### config.mk
export PLATFORM = sky130hd
export DESIGN_NAME = blocks_collider_flat
export DESIGN_NICKNAME = d
export VERILOG_FILES = /design/src/rtl/blocks_collider_if.sv /design/src/rtl/blocks_collider.sv /design/src/flat_wrapper.sv
export SDC_FILE = /design/constraint.sdc
export NUM_CORES = 1
export LEC_CHECK = 0
export BUFFER_PORTS_ARGS = -buffer_cell sky130_fd_sc_hd__buf_2
export CORE_UTILIZATION = 35
export DETAILED_ROUTE_END_ITERATION = 16
export GPL_TIMING_DRIVEN = 0
export SLEW_MARGIN = 15
export SYNTH_ARGS = -nofsm -noshare
export SYNTH_HDL_FRONTEND = slang
export SYNTH_SLANG_ARGS = --single-unit
### constraint.sdc
create_clock -name clk -period 3.13 [get_ports clk]
set_input_delay 0.1565 -clock clk [delete_from_list [all_inputs] [get_ports clk]]
set_output_delay 0.1565 -clock clk [all_outputs]
set_load 0.02 [all_outputs]
### src/rtl/blocks_collider_if.sv
// Frame-check request/result bundle between the ball controller, block drawer and blocks_collider.
// BLOCKS_SCORE_EN adds the 8-bit score result.
interface blocks_collider_if #(
  parameter int unsigned N = 13
);
  logic         new_frame;
  logic [9:0]   ball_x;
  logic [8:0]   ball_y;
  logic         restore;
  logic [N-1:0] block_state;
  logic         hit;
  logic         bounce_x;
  logic         bounce_y;
  logic         busy;
  logic         cleared;
`ifdef BLOCKS_SCORE_EN
  logic [7:0]   score;

  modport master (
    output new_frame, ball_x, ball_y, restore,
    input  block_state, hit, bounce_x, bounce_y, busy, cleared, score
  );

  modport slave (
    input  new_frame, ball_x, ball_y, restore,
    output block_state, hit, bounce_x, bounce_y, busy, cleared, score
  );
`else
  modport master (
    output new_frame, ball_x, ball_y, restore,
    input  block_state, hit, bounce_x, bounce_y, busy, cleared
  );

  modport slave (
    input  new_frame, ball_x, ball_y, restore,
    output block_state, hit, bounce_x, bounce_y, busy, cleared
  );
`endif
endinterface

### src/rtl/blocks_collider.sv
// Brick-wall owner: per frame, tests the ball's four bounding-box corners against live blocks,
// clears hit blocks and pulses bounce directions. Optional score counter under BLOCKS_SCORE_EN.
module blocks_collider #(
  parameter int unsigned BORDER_WIDTH   = 8,
  parameter int unsigned BLOCK_WIDTH    = 48,
  parameter int unsigned BLOCK_HEIGHT   = 16,
  parameter int unsigned BLOCKS_PER_ROW = 13,
  parameter int unsigned NUM_ROWS       = 1,
  parameter int unsigned BALL_SIZE      = 8
) (
  input logic             clk,
  input logic             rst,
  blocks_collider_if.slave bus
);
  localparam int unsigned N     = BLOCKS_PER_ROW * NUM_ROWS;
  localparam int unsigned COL_W = $clog2(BLOCKS_PER_ROW + 1);
  localparam int unsigned ROW_W = $clog2(NUM_ROWS + 1);

  localparam logic [10:0] WALL_LO  = 11'(BORDER_WIDTH);
  localparam logic [10:0] WALL_XHI = 11'(BORDER_WIDTH + BLOCKS_PER_ROW * BLOCK_WIDTH);
  localparam logic [10:0] WALL_YHI = 11'(BORDER_WIDTH + NUM_ROWS * BLOCK_HEIGHT);
  localparam logic [10:0] BW       = 11'(BLOCK_WIDTH);
  localparam logic [10:0] BH       = 11'(BLOCK_HEIGHT);
  localparam logic [10:0] BALL_OFF = 11'(BALL_SIZE - 1);

  typedef enum logic [2:0] {IDLE, LOAD, DIV_X, DIV_Y, TEST, APPLY} state_t;

  state_t           state;
  state_t           state_nxt;

  logic [9:0]       ball_x_q;
  logic [8:0]       ball_y_q;
  logic [1:0]       corner;
  logic [3:0]       corner_mask;
  logic [N-1:0]     clear_mask;
  logic [10:0]      rel_x;
  logic [10:0]      rel_y;
  logic [COL_W-1:0] col;
  logic [ROW_W-1:0] row;

  logic [10:0]      cx;
  logic [10:0]      cy;
  logic             corner_in;
  logic             last_corner;
  logic [31:0]      idx;
  logic [N-1:0]     idx_sel;

  logic [N-1:0]     block_state_q;
  logic [N-1:0]     block_state_nxt;
  logic             hit_q;
  logic             hit_nxt;
  logic             bounce_x_q;
  logic             bounce_x_nxt;
  logic             bounce_y_q;
  logic             bounce_y_nxt;
  logic             busy_q;
  logic             busy_nxt;
  logic             cleared_q;
  logic             cleared_nxt;

  logic             top_pair;
  logic             bot_pair;
  logic             left_pair;
  logic             right_pair;
  logic             single_corner;

  // Corner coordinates: bit 0 of the corner index selects the right edge, bit 1 the bottom edge.
  assign cx = {1'b0, ball_x_q} + (corner[0] ? BALL_OFF : 11'd0);
  assign cy = {2'b0, ball_y_q} + (corner[1] ? BALL_OFF : 11'd0);
  assign corner_in   = (cx >= WALL_LO) && (cx < WALL_XHI) && (cy >= WALL_LO) && (cy < WALL_YHI);
  assign last_corner = (corner == 2'd3);

  assign idx = 32'(row) * BLOCKS_PER_ROW + 32'(col);

  always_comb begin
    idx_sel = '0;
    for (int i = 0; i < int'(N); i++) begin
      idx_sel[i] = (idx == 32'(i));
    end
  end

  assign top_pair      = corner_mask[0] & corner_mask[1];
  assign bot_pair      = corner_mask[2] & corner_mask[3];
  assign left_pair     = corner_mask[0] & corner_mask[2];
  assign right_pair    = corner_mask[1] & corner_mask[3];
  assign single_corner = ($countones(corner_mask) == 1);

  // State register.
  always_ff @(posedge clk or posedge rst) begin
    if (rst) state <= IDLE;
    else     state <= state_nxt;
  end

  // Next-state logic; restore aborts any check and blocks a new one.
  always_comb begin
    state_nxt = state;
    unique case (state)
      IDLE:    if (bus.new_frame) state_nxt = LOAD;
      LOAD:    if (corner_in)     state_nxt = DIV_X;
               else               state_nxt = last_corner ? APPLY : LOAD;
      DIV_X:   if (rel_x < BW)    state_nxt = DIV_Y;
      DIV_Y:   if (rel_y < BH)    state_nxt = TEST;
      TEST:    state_nxt = last_corner ? APPLY : LOAD;
      APPLY:   state_nxt = IDLE;
      default: state_nxt = IDLE;
    endcase
    if (bus.restore) state_nxt = IDLE;
  end

  // Output logic: next values of the registered outputs.
  always_comb begin
    block_state_nxt = block_state_q;
    hit_nxt         = 1'b0;
    bounce_x_nxt    = 1'b0;
    bounce_y_nxt    = 1'b0;
    busy_nxt        = (state_nxt != IDLE);
    if (bus.restore) begin
      block_state_nxt = '1;
    end else if (state == APPLY) begin
      block_state_nxt = block_state_q & ~clear_mask;
      hit_nxt         = |clear_mask;
      bounce_y_nxt    = hit_nxt & (top_pair | bot_pair | single_corner);
      bounce_x_nxt    = hit_nxt & (left_pair | right_pair) & ~top_pair & ~bot_pair;
    end
    cleared_nxt = ~|block_state_nxt;
  end

  // Corner walk datapath: repeated subtraction replaces division by block size.
  always_ff @(posedge clk or posedge rst) begin
    if (rst) begin
      ball_x_q    <= '0;
      ball_y_q    <= '0;
      corner      <= '0;
      corner_mask <= '0;
      clear_mask  <= '0;
      rel_x       <= '0;
      rel_y       <= '0;
      col         <= '0;
      row         <= '0;
    end else begin
      unique case (state)
        IDLE: if (bus.new_frame) begin
          ball_x_q    <= bus.ball_x;
          ball_y_q    <= bus.ball_y;
          corner      <= '0;
          corner_mask <= '0;
          clear_mask  <= '0;
        end
        LOAD: begin
          rel_x <= cx - WALL_LO;
          rel_y <= cy - WALL_LO;
          col   <= '0;
          row   <= '0;
          if (!corner_in) corner <= corner + 2'd1;
        end
        DIV_X: if (rel_x >= BW) begin
          rel_x <= rel_x - BW;
          col   <= col + COL_W'(1);
        end
        DIV_Y: if (rel_y >= BH) begin
          rel_y <= rel_y - BH;
          row   <= row + ROW_W'(1);
        end
        TEST: begin
          if (|(idx_sel & block_state_q)) begin
            corner_mask[corner] <= 1'b1;
            clear_mask          <= clear_mask | idx_sel;
          end
          corner <= corner + 2'd1;
        end
        default: ;
      endcase
    end
  end

  // Registered outputs.
  always_ff @(posedge clk or posedge rst) begin
    if (rst) begin
      block_state_q <= '1;
      hit_q         <= 1'b0;
      bounce_x_q    <= 1'b0;
      bounce_y_q    <= 1'b0;
      busy_q        <= 1'b0;
      cleared_q     <= 1'b0;
    end else begin
      block_state_q <= block_state_nxt;
      hit_q         <= hit_nxt;
      bounce_x_q    <= bounce_x_nxt;
      bounce_y_q    <= bounce_y_nxt;
      busy_q        <= busy_nxt;
      cleared_q     <= cleared_nxt;
    end
  end

  assign bus.block_state = block_state_q;
  assign bus.hit         = hit_q;
  assign bus.bounce_x    = bounce_x_q;
  assign bus.bounce_y    = bounce_y_q;
  assign bus.busy        = busy_q;
  assign bus.cleared     = cleared_q;

`ifdef BLOCKS_SCORE_EN
  logic [7:0] score_q;
  logic [7:0] hit_count;
  logic [8:0] score_sum;

  always_comb begin
    hit_count = '0;
    for (int i = 0; i < int'(N); i++) begin
      hit_count = hit_count + 8'(clear_mask[i]);
    end
  end

  assign score_sum = {1'b0, score_q} + {1'b0, hit_count};

  // Saturating score, zeroed on a new game.
  always_ff @(posedge clk or posedge rst) begin
    if (rst) begin
      score_q <= '0;
    end else if (bus.restore) begin
      score_q <= '0;
    end else if (state == APPLY) begin
      score_q <= score_sum[8] ? 8'hFF : score_sum[7:0];
    end
  end

  assign bus.score = score_q;
`endif
endmodule

### src/flat_wrapper.sv
// flat-port wrapper written by rule: the top's interface ports become plain ports
module blocks_collider_flat 
#(
  parameter int unsigned BORDER_WIDTH   = 8,
  parameter int unsigned BLOCK_WIDTH    = 48,
  parameter int unsigned BLOCK_HEIGHT   = 16,
  parameter int unsigned BLOCKS_PER_ROW = 13,
  parameter int unsigned NUM_ROWS       = 1,
  parameter int unsigned BALL_SIZE      = 8
)
  (clk, rst, bus_new_frame, bus_ball_x, bus_ball_y, bus_restore, bus_block_state, bus_hit, bus_bounce_x, bus_bounce_y, bus_busy, bus_cleared);
  blocks_collider_if #(.N((13))) bus_i ();
  input logic clk;
  input logic rst;
  input wire logic [$bits(bus_i.new_frame)-1:0] bus_new_frame;
  input wire logic [$bits(bus_i.ball_x)-1:0] bus_ball_x;
  input wire logic [$bits(bus_i.ball_y)-1:0] bus_ball_y;
  input wire logic [$bits(bus_i.restore)-1:0] bus_restore;
  output wire logic [$bits(bus_i.block_state)-1:0] bus_block_state;
  output wire logic [$bits(bus_i.hit)-1:0] bus_hit;
  output wire logic [$bits(bus_i.bounce_x)-1:0] bus_bounce_x;
  output wire logic [$bits(bus_i.bounce_y)-1:0] bus_bounce_y;
  output wire logic [$bits(bus_i.busy)-1:0] bus_busy;
  output wire logic [$bits(bus_i.cleared)-1:0] bus_cleared;
  assign bus_i.new_frame = bus_new_frame;
  assign bus_i.ball_x = bus_ball_x;
  assign bus_i.ball_y = bus_ball_y;
  assign bus_i.restore = bus_restore;
  assign bus_block_state = bus_i.block_state;
  assign bus_hit = bus_i.hit;
  assign bus_bounce_x = bus_i.bounce_x;
  assign bus_bounce_y = bus_i.bounce_y;
  assign bus_busy = bus_i.busy;
  assign bus_cleared = bus_i.cleared;
  blocks_collider #(.BORDER_WIDTH(BORDER_WIDTH), .BLOCK_WIDTH(BLOCK_WIDTH), .BLOCK_HEIGHT(BLOCK_HEIGHT), .BLOCKS_PER_ROW(BLOCKS_PER_ROW), .NUM_ROWS(NUM_ROWS), .BALL_SIZE(BALL_SIZE)) u_core (.clk(clk), .rst(rst), .bus(bus_i));
endmodule
Yosys cells after proc, flatten, opt, wreduce, memory -nomap -nowiden
Index checks and enable logic that the tools add are counted.
W data, S select, Z words.

storage, ports and cells
  input port bits = 23
  register bits = 86
  output and inout bits = 18
  word-level logic and storage cells = 138

cells by class
  eq/ne operators = 24
  multiply operators = 1
  order comparisons = 10
  reductions and logical operators = 20
  muxes and demuxes = 36
  bitwise operators = 18
  $add $sub $neg = 13

operators by type and width
  cell                     count
  $eq A32 B4 Y1 const B    5
  $eq A32 B3 Y1 const B    4
  $eq A32 B2 Y1 const B    3
  $mux W13                 4
  $pmux W11 S2             2
  $reduce_or A13 Y1        3
  $add A32 B32 Y32         1
  $eq A32 B1 Y1 const B    1
  $logic_not A32 Y1        1
  $and A13 B13 Y13         2
  $pmux W13 S2             1
  $mux W3                  8
  $ge A11 B4 Y1 const B    2
  $lt A11 B5 Y1 const B    2
  $mux W11                 2
  $sub A11 B4 Y11 const B  2
  $pmux W4 S2              2
  $pmux W3 S5              1
  $not A13 Y13             1
  $or A13 B13 Y13          1
  $mux W4                  3
  $add A10 B11 Y11         1
  $add A9 B11 Y11          1
  $ge A11 B5 Y1 const B    1
  35 further kinds         68

Longest topological paths before layout
  depth after elaboration = 10
  depth in mapped cells = 14
  mapped depth without buffers = 14

Least setup slack after synthesis
Ideal clock, no wire load.

  kind = register to register
  start = register u_core.corner[1]
  end = register u_core.state[1]
  clock period less this slack = 3451 ps
  setup slack = -321 ps
  required time = 3006 ps
  cell stages (with the launch flop) = 15
  library setup time = 124 ps
  path buffers = 0
  data arrival time = 3327 ps
  path through = dfrtp_1 -> ha_1 -> inv_1 -> fa_1 -> nor2b_1 -> o21ai_0 -> xor2_1 -> ha_1 -> nand2_1 -> a311o_1 -> o41a_1 -> nor4_2 -> or3_1 -> nor3_1 -> o31a_1

on the way
  word-level cells in the longest chain between the ends = 8
  elaborated cells between the ends (all ways) = 9
  those cells by class = add/sub (1); order compare (2); mux (4); reduce/logical (2)

RTL lines
  element                        RTL line                source
  from (decl)                    blocks_collider.sv:33   logic [1:0] corner;
  from (signal assigned)         blocks_collider.sv:154  if (!corner_in) corner <= corner + 2'd1;
  from (signal assigned)         blocks_collider.sv:169  corner <= corner + 2'd1;
  $mux W3 (*)                    blocks_collider.sv:69   assign cy = {2'b0, ball_y_q} + (corner[1] ? BALL_OFF : 11'd0);
  $add A9 B11 Y11 (*)            blocks_collider.sv:69
  $ge A11 B4 Y1                  blocks_collider.sv:70   assign corner_in = (cx >= WALL_LO) && (cx < WALL_XHI) && (cy >= WALL_LO) && (cy < WALL_YHI);
  $logic_and A1 B1 Y1            blocks_collider.sv:70
  $logic_and A1 B1 Y1 (*)        blocks_collider.sv:70
  $mux W3 (*)                    blocks_collider.sv:99   LOAD: if (corner_in) state_nxt = DIV_X;
  $pmux W3 S5 (*)                blocks_collider.sv:97   unique case (state)
  $mux W3 (*)                    blocks_collider.sv:107  if (bus.restore) state_nxt = IDLE;
  named net u_core.state_nxt[1]  blocks_collider.sv:29   state_t state_nxt;
  to (signal assigned)           blocks_collider.sv:91   else state <= state_nxt;
  to (decl)                      blocks_collider.sv:28   state_t state;

The timed path passes the listed nets; every way through them passes the cells marked *.
A chain may end at the register's enable or synchronous reset.

Worst setup path in the final report
  start = register u_core.corner[1]
  end = register u_core.rel_y[9]

on the way
  word-level cells in the longest chain between the ends = 4

RTL lines
  element               RTL line                source
  $mux W3               blocks_collider.sv:69
  $add A9 B11 Y11       blocks_collider.sv:69
  $sub A11 B4 Y11       blocks_collider.sv:151  rel_y <= cy - WALL_LO;
  $pmux W11 S2          blocks_collider.sv:141  unique case (state)
  to (signal assigned)  blocks_collider.sv:151
  to (signal assigned)  blocks_collider.sv:161  rel_y <= rel_y - BH;
  to (decl)             blocks_collider.sv:37   logic [10:0] rel_y;

Every way passes these cells.

==> summary.txt <==
STA
  • Slew @ Worst Pin: 0.7475 ns
  • Setup TNS: -0.1929 ns
  • Period minus WS final: 3.239 ns
  • Final Hold Fails: 0
  • Worst Skew: 0.005886 ns
  • Final setup viols: 3
  • Pins Over Slew Limit: 0
  • Final setup margin: -0.1093 ns
  • RSZ-0062 raised after global routing: yes
  • Final period utilization: 103.5%
  • Max-slew headroom: about half
  • FMAX: 0.3087 GHz

Pwr
  • PD cells: 706.7 mW/mm^2
  • Cell Int Power: 2.859 mW
  • Total power: 4.546 mW
  • Sw frac: 37.12%
  • Leakage dissipation: 2.830 nW
  • VDD IR max: roughly 500 uV
  • Switching power: ~1.7 mW
  • Logic pwr share: 40.2%
  • Clock Power Share: 26.2%
  • Seq pwr share: around a third

Logic synthesis
  • Post-synth top area share: 34.84%
  • Yosys warns: 0
  • Post-synth top cells: nand2_1 (117), dfrtp_1 (73), nor2_1 (51), o21ai_0 (38), a21oi_1 (35)
  • Yosys cell types: 66
  • Cells after Synth: 599
  • Mapped cell area: 0.005244 mm^2
  • Post-synth top area cell: dfrtp_1
  • Most frequent cell after synthesis: nand2_1
  • Syn nets: approximately 650
  • Post-synthesis compound-gate area fraction: 17.63%
  • Yosys reg bits: 86
  • Synth area leaders: dfrtp_1 (35%), nand2_1 (8.4%), dfstp_2 (6.5%), ha_1 (6.2%), nor2_1 (3.7%)
  • Seq/Total Area, Yosys: between 40% and 50%
  • XOR/XNOR share of the synthesized area: 5.512%
  • Post-synth ARST share: 100.0%
  • Avg Cell Area, Syn: 8.754 um^2
  • Post-synthesis adder-cell area fraction: 7.349%
  • Top FF cell, synth: dfrtp_1
  • Simple-gate share of the synthesized area: around 23%
  • Post-synth EDFFs: 0
  • Multiplexer share of the synthesized area: 1.599%
  • Main combinational cell family by area after synthesis: simple AND/OR/NAND/NOR gates

Global routing
  • First-pass GRT wire length: ~22 mm
  • Grt ovf: 0
  • Largest net degree at the start of global routing: 54
  • GRT Total Usage: 17.61%
  • Number of global-route vias before repair: between 4k and 5k
  • Initial antenna violation count: 0

Final layout
  • Layout cells sized above 1: 17.96%
  • Multi-input logic area: about 0.0030 mm^2
  • Reg area: 0.002171 mm^2
  • Post-layout net count: 732
  • Area growth from synthesis to final layout: 22.69%
  • Antenna Cells: 0
  • FILL cells: 1422

Outcome
  • Failing checks: negative setup slack
  • Status: finished with violations

Job
  • Max-Cap Viols: 0

Worst setup path
  • CP Launch Type: flip-flop
  • WP data arrival: 3.49 ns
  • FF-to-FF Start: u_core.corner[1]
  • WP buf/inv: 1
  • Crit path required time: 3.38 ns
  • Slowest CP cell: dfrtp_2
  • R2r worst-path depth: 13
  • Crit-path max cell delay: 0.46 ns
  • Crit Path Category: flip-flop to flip-flop
  • RR Endpoint: u_core.rel_y[9]
  • Setup slack, reg-to-reg: -0.11 ns
  • Crit path max-delay family: compound AO/OA/AOI/OAI gates
  • Launch point of the worst path: u_core.corner[1]
  • CP max FO: 5
  • CP Cell Sequence: ha_4, inv_2, fa_2, nor2b_4, o21ai_4, xor2_2, ha_2, nand2_1, a311o_1, o41a_1, or3_1, a221o_1, o311ai_1
  • Worst setup EP type: flip-flop
  • WP depth: 13

Clock tree
  • CTS buffer count: 9
  • CTS root buffer: clkbuf_16
  • Worst-Skew Late Latency: around 0.35 ns
  • CTS max path bufs: 2
  • CTS Sinks: 86
  • CTS tree: done
  • H-Tree Depth: 3
  • Worst-path clk slew: 0.06 ns

Die
  • Area of the core: between 0.01 and 0.015 mm^2
  • I/O Pins: 41
  • Rows: 44
  • Die outline height: 124.4 um
  • Die Wd: 124.4 um
  • Die Footprint: ~0.015 mm^2
  • Initial Util: 35.94%

Place
  • GP Congestion: 0.8837
  • IO buf count: 39
  • Post-DP HPWL: 9.363 mm

Detailed routing
  • Detail Route Antenna Nets: 0
  • DRC Markers: 0
  • Total Wirelength: 12.99 mm
  • Via Count: 4625
  • Starting DRT DRC Count: 279
  • WL/cell: 14.94 um
  • DR vias/cell: 5.322
  • DR pass1 iterations: 5

Min path
  • Hold Path Origin: bus_ball_y[0]
  • HP Class: primary input to flip-flop
  • Hold path cells: 3
  • Destination of the worst hold path: u_core.ball_y_q[0]
==> placed cells by master, fill, tap and decap left out, drive strengths merged, types with 7 or more instances in the layout <==
master / netlist / layout
a22oi: 8 / 8
buf: 7 / 61
nor4: 10 / 10
dfrtp: 73 / 73
o21ai: 39 / 39
nand4: 9 / 9
xnor2: 15 / 15
dlygate4sd3: 0 / 16
nand2b: 7 / 7
inv: 15 / 15
clkbuf: 23 / 36
a21oi: 36 / 36
nor3: 18 / 18
nor2b: 8 / 8
dfstp: 13 / 13
nand3: 14 / 14
xor2: 15 / 15
ha: 26 / 26
nand2: 117 / 117
o211ai: 7 / 7
a211oi: 7 / 7
nor2: 51 / 51
==> power groups by stage <==
stage	sequential (mW)	combinational (mW)	clock (mW)
CTS	1.53	1.73	1.22
finish	1.53	1.83	1.19
detailed placement	1.55	1.58	0
global route	1.56	2.07	1.27
floorplan	1.49	1.24	0
global placement	1.54	1.54	0
==> stage by stage <==
stage	cells	utilization (%)	hold slack, ns	cell area, um^2	setup WS [ns]
floorplan	599	-	0.2619	5278	-0.1159
global placement	822	39.09	0.3459	5703	-0.5513
detailed placement	823	39.25	0.3216	5725	-0.5691
CTS	865	43.50	0.008705	6346	-0.08110
global route	869	44.10	0.01520	6434	-0.2045
finish	869	44.10	0.01292	6434	-0.1093
==> worst reg2reg max path, cell delays in order, from the launching register on <==
cell and delay (ns):
dfrtp_2 0.46, ha_4 0.17, inv_2 0.03, fa_2 0.36, nor2b_4 0.16, o21ai_4 0.09
xor2_2 0.21, ha_2 0.21, nand2_1 0.05, a311o_1 0.29, o41a_1 0.38, or3_1 0.33
a221o_1 0.32, o311ai_1 0.08
==> flip-flops by register name, indices dropped and copies added (netlist names) <==
name	flops
u_core.col	4
u_core.bus.block_state	13
u_core.corner	2
u_core.row	1
u_core.rel_y	11
u_core.clear_mask	13
u_core.state	3
u_core.bus.bounce_y	1
u_core.bus.bounce_x	1
u_core.corner_mask	4
u_core.ball_y_q	9
u_core.ball_x_q	10
u_core.bus.busy	1
u_core.bus.cleared	1
u_core.bus.hit	1
u_core.rel_x	11
==> what timing repair did <==
| item | 4_1_cts | 5_1_grt |
|---|---|---|
| resized for setup | 10 | 9 |
| setup endpoints to repair | 8 | 8 |
| hold buffers | 16 | 0 |
| setup buffers | 10 | 4 |
| pin swaps | 4 | 3 |
| endpoints found under the hold margin | 54 | 0 |
==> kinds of logic after synthesis <==
family | Yosys count
AOI/OAI and AO/OA | 139
xor gates and xnor gates | 30
adders and majority gates | 29
buffers and inverters | 46
DFF | 86
muxes | 8
and+or+nand+nor | 261
==> how the worst max path moves through the flow <==
stage | to | slack (ns)
after global routing | u_core.rel_y[9] | -0.20
after floorplan | u_core.rel_y[9] | -0.12
after detailed placement | u_core.state[1] | -0.57
after CTS | u_core.rel_y[9] | -0.08
final | u_core.rel_y[9] | -0.11
after global placement | u_core.state[1] | -0.55
==> layout make-up <==
| class | instances | area share (%) |
|---|---|---|
| timing repair buffer | 70 | 7.468 |
| clock inverter | 3 | 1.011 |
| multi-input combinational | 467 | 47.08 |
| tap | 184 | 3.578 |
| inverter | 15 | 0.9140 |
| buffer | 31 | 2.003 |
| sequential | 86 | 33.74 |
| clock buffer | 13 | 4.201 |
==> layer usage <==
layer	part of all wire (%)	track usage [%]
met1	46	22.18
met2	49	29.93
met3	4.1	4.081
met4	1.4	5.103
met5	0	0
(Power assumes the default switching activity.)
